[src/rtl/pb_port_fifo_io.sv]
// rtl/pb_port_fifo_io.sv - port-bus I/O peripheral with TX/RX byte FIFOs, status and interrupt FSM
module pb_port_fifo_io #(
  parameter logic [7:0] BASE_ADDR = 8'h00,
  parameter int         DEPTH     = 8,
  parameter int         CW        = $clog2(DEPTH) + 1
) (
  input  logic       clk,
  input  logic       reset,
  input  logic [7:0] port_id,
  input  logic       write_strobe,
  input  logic       read_strobe,
  input  logic [7:0] out_port,
  output logic [7:0] in_port,
  output logic       interrupt,
  input  logic       interrupt_ack,
  input  logic       rx_valid,
  input  logic [7:0] rx_data,
  output logic       rx_ready,
  output logic       tx_valid,
  output logic [7:0] tx_data,
  input  logic       tx_ready
);

  localparam int PW = $clog2(DEPTH);

  typedef enum logic [1:0] {S_IDLE, S_REQ, S_WAIT} irq_state_t;

  logic [7:0]    tx_mem [DEPTH];
  logic [7:0]    rx_mem [DEPTH];
  logic [PW-1:0] tx_wptr, tx_rptr, rx_wptr, rx_rptr;
  logic [CW-1:0] tx_count, rx_count;
  logic          ie, tx_ovf, rx_ovf;
  irq_state_t    state;

  // Address decode: offset wraps mod 256, so the window test is a single compare.
  logic [7:0] off;
  logic       in_win;
  logic [1:0] reg_sel;
  assign off     = port_id - BASE_ADDR;
  assign in_win  = (off < 8'd4);
  assign reg_sel = off[1:0];

  logic tx_full, tx_empty, rx_full, rx_empty;
  assign tx_full  = (tx_count == CW'(DEPTH));
  assign tx_empty = (tx_count == '0);
  assign rx_full  = (rx_count == CW'(DEPTH));
  assign rx_empty = (rx_count == '0);

  logic wr_data, wr_ctrl, flush, ovf_clr;
  assign wr_data = write_strobe && in_win && (reg_sel == 2'd0);
  assign wr_ctrl = write_strobe && in_win && (reg_sel == 2'd1);
  assign flush   = wr_ctrl && out_port[2];
  assign ovf_clr = wr_ctrl && out_port[1];

  // A push on a full TX FIFO is still accepted when the head leaves the same cycle.
  logic tx_pop, tx_push, tx_drop, rx_push, rx_pop, rx_drop;
  assign tx_pop  = !tx_empty && tx_ready && !flush;
  assign tx_push = wr_data && (!tx_full || tx_pop) && !flush;
  assign tx_drop = wr_data && tx_full && !tx_pop && !flush;
  assign rx_push = rx_valid && !rx_full && !flush;
  assign rx_pop  = read_strobe && in_win && (reg_sel == 2'd0) && !rx_empty && !flush;
  assign rx_drop = rx_valid && rx_full;

  assign rx_ready = !rx_full;
  assign tx_valid = !tx_empty;
  assign tx_data  = tx_empty ? 8'h00 : tx_mem[tx_rptr];

  // Register read mux; zero outside the window so several peripherals can be OR-ed.
  always_comb begin
    in_port = 8'h00;
    if (in_win) begin
      case (reg_sel)
        2'd0: if (!rx_empty) in_port = rx_mem[rx_rptr];
        2'd1: in_port = {1'b0, ie, tx_ovf, rx_ovf, tx_full, tx_empty, rx_full, rx_empty};
        2'd2: in_port = {{(8-CW){1'b0}}, rx_count};
        default: in_port = {{(8-CW){1'b0}}, tx_count};
      endcase
    end
  end

  // FIFO storage writes; contents need no reset since outputs are gated by the counts.
  always_ff @(posedge clk) begin
    if (tx_push) tx_mem[tx_wptr] <= out_port;
    if (rx_push) rx_mem[rx_wptr] <= rx_data;
  end

  // TX pointers and occupancy; flush overrides any same-cycle push or pop.
  always_ff @(posedge clk) begin
    if (reset || flush) begin
      tx_wptr  <= '0;
      tx_rptr  <= '0;
      tx_count <= '0;
    end else begin
      if (tx_push) tx_wptr <= tx_wptr + PW'(1);
      if (tx_pop)  tx_rptr <= tx_rptr + PW'(1);
      case ({tx_push, tx_pop})
        2'b10:   tx_count <= tx_count + CW'(1);
        2'b01:   tx_count <= tx_count - CW'(1);
        default: tx_count <= tx_count;
      endcase
    end
  end

  // RX pointers and occupancy; flush overrides any same-cycle push or pop.
  always_ff @(posedge clk) begin
    if (reset || flush) begin
      rx_wptr  <= '0;
      rx_rptr  <= '0;
      rx_count <= '0;
    end else begin
      if (rx_push) rx_wptr <= rx_wptr + PW'(1);
      if (rx_pop)  rx_rptr <= rx_rptr + PW'(1);
      case ({rx_push, rx_pop})
        2'b10:   rx_count <= rx_count + CW'(1);
        2'b01:   rx_count <= rx_count - CW'(1);
        default: rx_count <= rx_count;
      endcase
    end
  end

  // Control bits; an overflow in the same cycle as a clear is still recorded.
  always_ff @(posedge clk) begin
    if (reset) begin
      ie     <= 1'b0;
      tx_ovf <= 1'b0;
      rx_ovf <= 1'b0;
    end else begin
      if (wr_ctrl) ie <= out_port[0];
      if (ovf_clr) begin
        tx_ovf <= 1'b0;
        rx_ovf <= 1'b0;
      end
      if (tx_drop) tx_ovf <= 1'b1;
      if (rx_drop) rx_ovf <= 1'b1;
    end
  end

  // Interrupt request FSM; interrupt is registered and high only in REQ.
  always_ff @(posedge clk) begin
    if (reset) begin
      state     <= S_IDLE;
      interrupt <= 1'b0;
    end else begin
      case (state)
        S_IDLE: begin
          if (ie && !rx_empty) begin
            state     <= S_REQ;
            interrupt <= 1'b1;
          end
        end
        S_REQ: begin
          if (interrupt_ack) begin
            state     <= S_WAIT;
            interrupt <= 1'b0;
          end else if (!ie || rx_empty) begin
            state     <= S_IDLE;
            interrupt <= 1'b0;
          end
        end
        S_WAIT: begin
          if (rx_empty || !ie) state <= S_IDLE;
        end
        default: begin
          state     <= S_IDLE;
          interrupt <= 1'b0;
        end
      endcase
    end
  end

endmodule

[config.mk]
export PLATFORM = sky130hd
export DESIGN_NAME = pb_port_fifo_io
export DESIGN_NICKNAME = d
export VERILOG_FILES = /design/src/rtl/pb_port_fifo_io.sv
export SDC_FILE = /design/constraint.sdc
export NUM_CORES = 1
export LEC_CHECK = 0
export CAP_MARGIN = 15
export CORE_MARGIN = 5
export CORE_UTILIZATION = 57
export DETAILED_ROUTE_END_ITERATION = 10
export DONT_BUFFER_PORTS = 1
export GPL_TIMING_DRIVEN = 0
export PLACE_DENSITY = 0.76
export SETUP_SLACK_MARGIN = 0.1
export SYNTH_ARGS = -nofsm -noshare
export SYNTH_HDL_FRONTEND = slang
export SYNTH_SLANG_ARGS = --single-unit
[constraint.sdc]
create_clock -name clk -period 3.4 [get_ports clk]
set_clock_uncertainty 0.2 [all_clocks]
set_input_delay 1.02 -clock clk [delete_from_list [all_inputs] [get_ports clk]]
set_output_delay 1.02 -clock clk [all_outputs]
set_load 0.02 [all_outputs]
# --- Word level (Yosys, flattened, before mapping) ---
# Memory sizes are Yosys's and may differ from the RTL's. A register that Yosys moved wholly into a read port is not among the register bits.
# Cells that the tools add are included.
totals:
  ram_bits: 128
  n_memories: 2
  inputBits: 31
  wordCells: 99
  output_inout_bits: 19
  regBits: 26
memory_table:
  columns: ["name", "depth", "word_bits", "rd", "rd_ports_with_merged_regs", "write_ports", "line_no", "text"]
  rows:
  - ["rx_mem", 8, 8, 1, 1, 1, "29", "logic [7:0] rx_mem [DEPTH];"]
  - ["tx_mem", 8, 8, 1, 1, 1, "28", "logic [7:0] tx_mem [DEPTH];"]
op_classes:
  n_bitwise: 1
  n_addsub: 8
  mux: 25
  magnitude_cmp: 1
  n_reduce_logical: 39
  eq_ne: 12
ops:
  columns: ["cell", "count"]
  rows:
  - ["$mux 8", 3]
  - ["$pmux 8 s3", 1]
  - ["$logic_and 1x1->1", 20]
  - ["$pmux 4 s2", 2]
  - ["$add 3x1->3 const B", 4]
  - ["$mux 3", 4]
  - ["$mux 1", 10]
  - ["$add 4x1->4 const B", 2]
  - ["$eq 2x1->1 const B", 4]
  - ["$eq 2x2->1 const B", 4]
  - ["$eq 4x4->1 const B", 2]
  - ["$logic_not 4->1", 2]
  - ["$lt 8x3->1 const B", 1]
  - ["$reduce_bool 2->1", 4]
  - ["$sub 4x1->4 const B", 2]
  - ["$logic_not 1->1", 7]
  - ["$mux 2", 3]
  - ["$pmux 2 s3", 1]
  - ["$logic_not 2->1", 2]
  - ["$logic_or 1x1->1", 3]
  - ["$ne 3x3->1 const B", 1]
  - ["$pmux 1 s3", 1]
  - ["$reduce_and 3->1", 1]
  - ["$ne 2x2->1 const B", 1]
  - ["$not 1->1", 1]

# --- Longest topological paths before layout ---
# Gate-level depths: netlist of the first run.
logic_depth:
  word_depth: 11
  mapped_depth: 12
  mapped_depth_nobuf: 11

# --- Worst setup path before layout of the first run ---
# OpenSTA, ideal clock, no wires.
synth_path:
  path_kind: "input to output"
  from: "input port_id[7]"
  to: "output in_port[4]"
  t_required_ns: 2.180
  slack_ns: -0.474
  cell_stages: 4
  arrival_time_ns: 2.654
  cell_sequence: "or4_1 > nor3_1 > nand2_1 > o21ai_0"
synth_via:
  elab_chain_cells: 2
synth_rtl:
  columns: ["element", "line_no", "text"]
  rows:
  - ["from (decl)", "9", "input logic [7:0] port_id,"]
  - ["$lt 8x3->1", "40", "assign in_win = (off < 8'd4);"]
  - ["$mux 8", "71", "if (in_win) begin"]
  - ["to (decl)", "13", "output logic [7:0] in_port,"]
# No other way between the ends.

# --- Worst setup path after layout of the first run ---
layout_path:
  from: "input port_id[7]"
  to: "output in_port[0]"
# Same word-level chain as after synthesis.

==> metrics, run 1 <==
wire length per cell between 20 and 25 µm; Die W ~120 µm; CP max-delay cell or4_4; Hold/Removal Path Class reg2reg; CP Class in2out; Clock Tree Buf Depth 2; initial antenna violation count 0; Synth top area share between 50% and 60%; first-pass GRT wire length 21200 µm; max-slew violation count 0; Worst-path clk slew about 0.060 ns; Final min period roughly 3.5 ns; post-route ant nets 0; leading cell types in the layout, fill and taps excluded edfxtp_1 (128), nor2_1 (34), mux4_2 (32), dfxtp_1 (31); Final Routed Wirelength 13200 µm; core area between 10000 and 15000 µm²; DP Area 7030 µm²; Layout area overhead 18.4%; crit path cell chain or4_4 -> or3_4 -> buf_12 -> o22ai_4; Power, Total around 4.1 mW; Synth Register Bits 160; GRT overflow 0; Fmax 282 MHz; most common cell after layout, fill and taps aside edfxtp_1; Slew HR between 40% and 50%; final worst-path setup slack -0.140 ns; Main synth FF type edfxtp_1; post-synthesis area per instance about 16 µm²; cell taking the most area after synthesis edfxtp_1; Worst setup EP type output port; Post-CTS Hold Fix Bufs 0; RD Place Congestion 0.789; CP Max Fanout 5; cell area after layout between 7000 and 8000 µm²; max incr delay on CP between 0.5 and 0.6 ns; vias in the first global route 3810; detailed-route via count ~3700; First DRT Iteration DRCs 371; CTS sink count between 150 and 200; unrepaired setup endpoints after global routing yes; CTS root buf clkbuf_16; number of flops mapped to enable cells by yosys 128; Initial Util between 50% and 60%; YS warnings 0; Cell variety after synth 46; GRT Overall Usage between 20% and 30%; I/O pin cnt 50; CTS Buf Count 17; CP top delay family simple AND/OR/NAND/NOR gates; final net count between 500 and 600; vias per cell between 6 and 7; maximum VDD drop about 0.00043 V; ys async rst share 0%; Netlist Area Pre-Place between 6000 and 7000 µm²; Synth Instances about 430; Leak Pwr between 2 and 2.5 nW; # port buffers 0; outcome complete, but fails checks; Final Cycle Share 104%; Seq/Total Area, Yosys 67.7%; worst skew pair latency 0.42 ns; final hold violation count 0; Chip Height about 120 µm; layout cells sized above 1 25.0%; Tightest Pin Transition between 0.8 and 0.9 ns; Syn Nets between 400 and 500; number of H-tree levels 4; Finished Layout Cells around 620; CTS tree yes; Buf+Inv Stages, Crit Path 1; Residual DRC 0; Post-Place Cells about 580; FP Rows 39; largest net degree at the start of global routing 17; Setup TNS -0.703 ns; DP Wirelength around 8800 µm; antenna cells 0; Die Area 13900 µm²; synth top area cells edfxtp_1 (58%), mux4_2 (11%), dfxtp_1 (9.7%); startpoint types input port; failing checks negative setup slack; crit path DAT 2.32 ns; Crit path required time around 2.2 ns; Initial DRT Pass Iterations 4; Power Density approximately 530 nW/µm²; Max Cap Viol 0; final setup vio count 7
synth_stat cells, drive strengths merged (2+ instances only):
master / n
edfxtp: 128
nor2: 36
dfxtp: 32
mux4: 32
a21oi: 18
mux2i: 18
clkbuf: 16
nand2: 16
nand3: 15
inv: 12
ha: 10
nor3: 10
o21ai: 10
xor2: 9
buf: 5
nand2b: 5
a31oi: 4
nor4: 4
o22ai: 4
o31ai: 4
or3: 4
or4: 4
nand3b: 3
nand4: 3
a2111oi: 2
a21o: 2
a22oi: 2
nor2b: 2
nor4b: 2
report_power, final:
part	internal, mW	switching, mW	total, mW	leakage (nW)
sequential	2.14	0.0102	2.15	1.42
clock	1.15	0.723	1.88	0.284
combinational	0.0405	0.0692	0.110	0.759
worst paths after layout:
path	startpoint	end	slack [ns]	depth (start not counted)
setup / recovery	port_id[7]	in_port[0]	-0.14	4
hold / removal	state[1]	state[0]	0.26	1
setup reg to reg	tx_count[1]	tx_count[2]	0.27	11
hold reg to reg	state[1]	state[0]	0.26	1
sequential cells by signal (all words and copies together), names as in the netlist, named ones only:
register   cells
rx_mem        64
tx_mem        64
rx_count       4
tx_count       4
rx_rptr        3
rx_wptr        3
tx_rptr        3
tx_wptr        3
state          2
ie             1
interrupt      1
rx_ovf         1
tx_ovf         1
kinds of logic (layout without fill, tap and decap cells):
kind of cell	Yosys count	in the layout	share of synthesized area, %
adder cells (fa/ha/maj)	11	11	2.19
buffers and inverters	33	79	2.02
flip-flops	160	160	67.7
XOR/XNOR	9	9	1.19
AND/OR/NAND/NOR	108	109	8.20
multiplexers	51	51	13.8
AO/OA/AOI/OAI	53	53	4.93
what timing repair did:
action	4_1_cts	5_1_grt
setup buffers	7	1
endpoints found under the setup margin	22	10
pin swaps	8	2
cloned	1	0
resized for setup	27	9
routing by layer:
metal	vias to the layer above	GRT usage [%]	wire length, µm
met5	-	0	0
met4	0	7.74	225
met3	17	6.73	810
met2	102	32.8	6860
met1	1865	25.3	5300
li1	1735	-	-
stage by stage:
step / hold WS [ns] / worst slack, ns / utilization, %
after floorplan: 0.223 / -0.148 / -
after global placement: 0.235 / -0.792 / 61.2
after detailed placement: 0.246 / -0.385 / 61.6
after CTS: 0.261 / -0.149 / 68.2
after global routing: 0.295 / -0.159 / 68.7
final: 0.263 / -0.140 / 68.7
cell type report:
type	instances	area, µm²
clock inverter	10	139
sequential	160	4490
timing repair buffer	15	129
clock buffer	22	444
inverter	12	45.0
buffer	20	128
multi-input combinational	233	2290
fill	755	3570
tap	143	179
(Power assumes the default switching activity.)
==> run 2: changes to the inputs <==
- RECOVER_POWER: not set -> 100
==> run 2 against run 1 <==
- highest routed layer unchanged
- sequential power barely moved
- non-clock buffer count stayed put
- worst hold slack about the same
- combinational power about the same
- the flow still finishes with violations (negative setup slack)
- critical path type unchanged
==> metrics, run 2 (synthesis gave the netlist of run 1 again) <==
Layout area overhead 17.5%; antenna cells 0; Worst setup EP type output port; I/O pin cnt 50; Final Cycle Share 104%; Power, Total 4.14 mW; Tightest Pin Transition 0.950 ns; first-pass GRT wire length 21200 µm; detailed-route via count around 3700; startpoint types input port; # port buffers 0; Hold/Removal Path Class reg2reg; CTS root buf clkbuf_16; GRT overflow 0; CTS Buf Count 17; WHS 0.263 ns; FP Rows 39; Initial Util between 50 and 60%; number of H-tree levels 4; Final Routed Wirelength 13200 µm; biggest regs rx_mem: 64 flops, tx_mem: 64 flops; GRT Overall Usage 20.2%; worst flop-to-flop path startpoint tx_count[2]; Crit path required time ~2.2 ns; crit path DAT between 2 and 2.5 ns; multi-input logic area 2260 µm²; Worst-path clk slew ~0.06 ns; maximum VDD drop 0.000429 V; final worst-path setup slack -0.137 ns; Post-CTS Hold Fix Bufs 0; Die W 118 µm; Leak Pwr 2.42 nW; CP Launch Point port_id[7]; CP max-delay cell or4_4; CP Max Fanout 5; core area between 10000 and 15000 µm²; layout cells sized above 1 a little under a quarter; initial antenna violation count 0; Power Density between 500 and 600 nW/µm²; CP Class in2out; Slew HR ~36%; Die Area 13900 µm²; final net count between 500 and 600; max-slew violation count 0; wire length per cell 21.5 µm; vias in the first global route ~3800; outcome complete, but fails checks; post-route ant nets 0; RD Place Congestion between 0.7 and 0.8; unrepaired setup endpoints after global routing yes; CTS sink count 160; failing checks negative setup slack; crit path cell chain or4_4 -> or3_4 -> buf_12 -> o22ai_4; Chip Height approximately 120 µm; fillers 772; Max Cap Viol 0; vias per cell ~6.1; CTS tree yes; min-delay src state[1]; Fmax 283 MHz; Final min period around 3.5 ns; worst skew pair latency between 0.4 and 0.5 ns; Sequential Area ~4500 µm²; post-route core utilization 68.1%; Residual DRC 0; final setup vio count 7; largest net degree at the start of global routing 17; Initial DRT Pass Iterations 6; max incr delay on CP ~0.54 ns; First DRT Iteration DRCs 368; Clock Tree Buf Depth 2; leading cell types in the layout, fill and taps excluded edfxtp_1 (128), nor2_1 (34), mux4_2 (32), dfxtp_1 (31), clkbuf_1 (19); final hold violation count 0; DP Wirelength around 8800 µm; most common cell after layout, fill and taps aside edfxtp_1
## run 2: final timing paths
check                                   end  slack, ns  depth (start not counted)
worst max-delay path             in_port[2]      -0.14                          4
worst max register to register  tx_count[2]       0.27                         13
worst min-delay path               state[0]       0.26                          1
worst min register to register     state[0]       0.26                          1
## run 2: area by class of cell
type                            count  area share (%)
Clock buffer                       22            5.71
Inverter                           12           0.579
Tap cell                          143            2.30
Clock inverter                     10            1.79
Buffer                             20            1.46
Multi-Input combinational cell    233            29.1
Timing Repair Buffer               15            1.40
Sequential cell                   160            57.7
## run 2: through the flow
stage	std cells	worst slack [ns]	setup TNS, ns	instance area [µm²]
final	615	-0.137	-0.690	7780
after global routing	615	-0.159	-0.934	7780
after CTS	614	-0.149	-0.737	7790
after detailed placement	575	-0.385	-4.82	7030
after global placement	568	-0.792	-22.21	6980
after floorplan	425	-0.148	-1.43	6800
## run 2: power breakdown
part / switching (mW) / internal, mW
clock: 0.727 / 1.16
sequential: 0.0101 / 2.14
combinational: 0.0689 / 0.0397
total: 0.806 / 3.33
## run 2: what timing repair did
item / in CTS / in global routing
buffers inserted: 7 / 1
endpoints found under the setup margin: 22 / 10
pin swaps: 8 / 2
gates cloned: 1 / 0
resized for setup: 27 / 9
## run 2: critical path: cells and delay by family
family                 cells  cell delay (ns)
buffers and inverters      1             0.15
AO/OA/AOI/OAI              1             0.24
AND/OR/NAND/NOR            2             0.90
## run 2: per-layer routing
| metal | up-vias | wire length (µm) | track usage, % |
|---|---|---|---|
| li1 | 1738 | - | - |
| met1 | 1873 | 5350 | 25.3 |
| met2 | 90 | 6830 | 32.8 |
| met3 | 22 | 753 | 6.73 |
| met4 | 0 | 259 | 7.74 |
| met5 | - | 0 | 0 |
==> run 3: changes to the inputs <==
- CORE_UTILIZATION: 57 -> 59
- CTS_BUF_LIST: not set -> sky130_fd_sc_hd__clkbuf_8
- PLACE_DENSITY: 0.76 -> 0.79
==> run 3 against run 2 <==
- the run still ends with negative setup slack left
- non-clock buffer count increased by 3
- global-route usage is 1.4 points higher
- clock power down 29%
- sequential share of layout area is 0.78 points higher
- via count rose by 2.9%
- sequential power about the same
- design area shrank 1.3%
- first-iteration DRC count shrank 11%
- cell count did not move
- sequential cell count stayed put
- largest cell class unchanged
==> metrics, run 3 (synthesis gave the netlist of run 1 again) <==
CP Max Fanout 5; crit path DAT 2.32 ns; failing checks negative setup slack; antenna cells 0; Final Routed Wirelength about 13000 µm; initial antenna violation count 0; CTS root buf clkbuf_8; CP top delay family simple AND/OR/NAND/NOR gates; Post-Place Cells between 500 and 600; I/O pin cnt 50; final net count 504; Residual DRC 0; worst slack at placement -0.428 ns; most common cell after layout, fill and taps aside edfxtp_1; R2R setup slack 0.26 ns; fillers approximately 700; biggest regs rx_mem: 64 flops, tx_mem: 64 flops; first-pass GRT wire length around 21000 µm; GRT overflow 0; core area 10900 µm²; max incr delay on CP ~0.53 ns; worst-case reg-to-reg path depth 12; Power Density approximately 470 nW/µm²; routed wl met2 6610 µm; FP Rows 38; Crit path required time around 2.2 ns; DR top layer met4; Leak Pwr 2.40 nW; Tightest Pin Transition just over 0.9 ns; DP Wirelength between 8000 and 9000 µm; Sequential Area about 4500 µm²; Hold/Removal Path Class reg2reg; startpoint types input port; CP Launch Point port_id[7]; RD Place Congestion approximately 0.78; Chip Height about 120 µm; final hold violation count 0; post-route core utilization between 70% and 80%; Power, Total between 3 and 4 mW; CP Class in2out; final worst-path setup slack -0.137 ns; leading cell types in the layout, fill and taps excluded edfxtp_1 (128), nor2_1 (34), mux4_2 (32), dfxtp_1 (30); wire length per cell 21.7 µm; number of cells on the critical path 4; final setup vio count 7; unrepaired setup endpoints after global routing yes; worst skew pair latency 0.46 ns; CTS tree yes; vias in the first global route roughly 4000; CTS sink count 160; crit path capture in_port[6]; worst flop-to-flop path startpoint rx_count[0]; Initial DRT Pass Iterations 7; Fmax 283 MHz; maximum VDD drop roughly 0.00035 V; layout cells sized above 1 ~27%; Clock Tree Buf Depth 2; Layout area overhead 16.0%; CTS Buf Count 17; max-slew violation count 0; Final min period ~3.5 ns; multi-input logic area 2310 µm²; Die Area 13400 µm²; detailed-route via count around 3800; number of H-tree levels 4; Max Cap Viol 0; GRT Overall Usage 21.6%; Slew HR between 30 and 40%; Finished Layout Cells 615; post-route ant nets 0; vias per cell 6.23; Die W between 100 and 150 µm; CP max-delay cell or4_4; Initial Util between 60% and 70%; Worst setup EP type output port; Final Cycle Share 104%; First DRT Iteration DRCs ~330; met3 wire len slightly below 1000 µm; met1 WL ~5500 µm; # port buffers 0; Setup TNS -0.636 ns; largest net degree at the start of global routing 17; Worst-path clk slew 0.08 ns; crit path cell chain or4_4 -> or3_4 -> buf_8 -> o22ai_4; Reg-to-Reg End rx_count[3]; Buf+Inv Stages, Crit Path 1; outcome complete, but fails checks
run 3: layout make-up:
type | instances | share of cell area (%)
buffer | 19 | 1.45
clock buffer | 17 | 3.05
clock inverter | 15 | 1.87
inverter | 12 | 0.586
multi-input combinational | 233 | 30.0
sequential | 160 | 58.4
tap | 140 | 2.28
timing repair buffer | 19 | 2.28
run 3: layer usage:
metal	vias to the layer above	global-route usage, %
met5	-	0
met4	0	6.96
met2	131	35.4
met3	24	7.15
met1	1934	27.6
li1	1742	-
run 3: per-stage QoR:
stage                     cell area [µm²]  hold slack (ns)
after global routing                 7680            0.314
after global placement               6980            0.235
after CTS                            7620            0.264
after detailed placement             7040            0.261
final                                7680            0.266
after floorplan                      6800            0.223
run 3: where the power goes:
part | total [mW] | switching [mW] | internal [mW]
sequential | 2.14 | 0.00997 | 2.13
combinational | 0.114 | 0.0710 | 0.0432
clock | 1.33 | 0.680 | 0.646
total | 3.58 | 0.761 | 2.82
run 3: how the worst min path moves through the flow:
stage	startpoint	to	slack, ns	cells past startpoint
3_3_place_gp	state[1]	state[0]	0.23	1
4_1_cts	state[1]	state[0]	0.26	1
6_report	state[1]	state[0]	0.27	1
3_5_place_dp	state[1]	state[0]	0.26	1
2_1_floorplan	state[1]	state[0]	0.22	1
5_1_grt	state[1]	state[0]	0.31	1
run 3: timing repair:
item | CTS | global route
hold buffers | 0 | 0
cloned | 1 | 0
pin swaps | 8 | 4
gates resized for setup | 30 | 9
buffers inserted | 8 | 4
setup endpoints to repair | 21 | 11
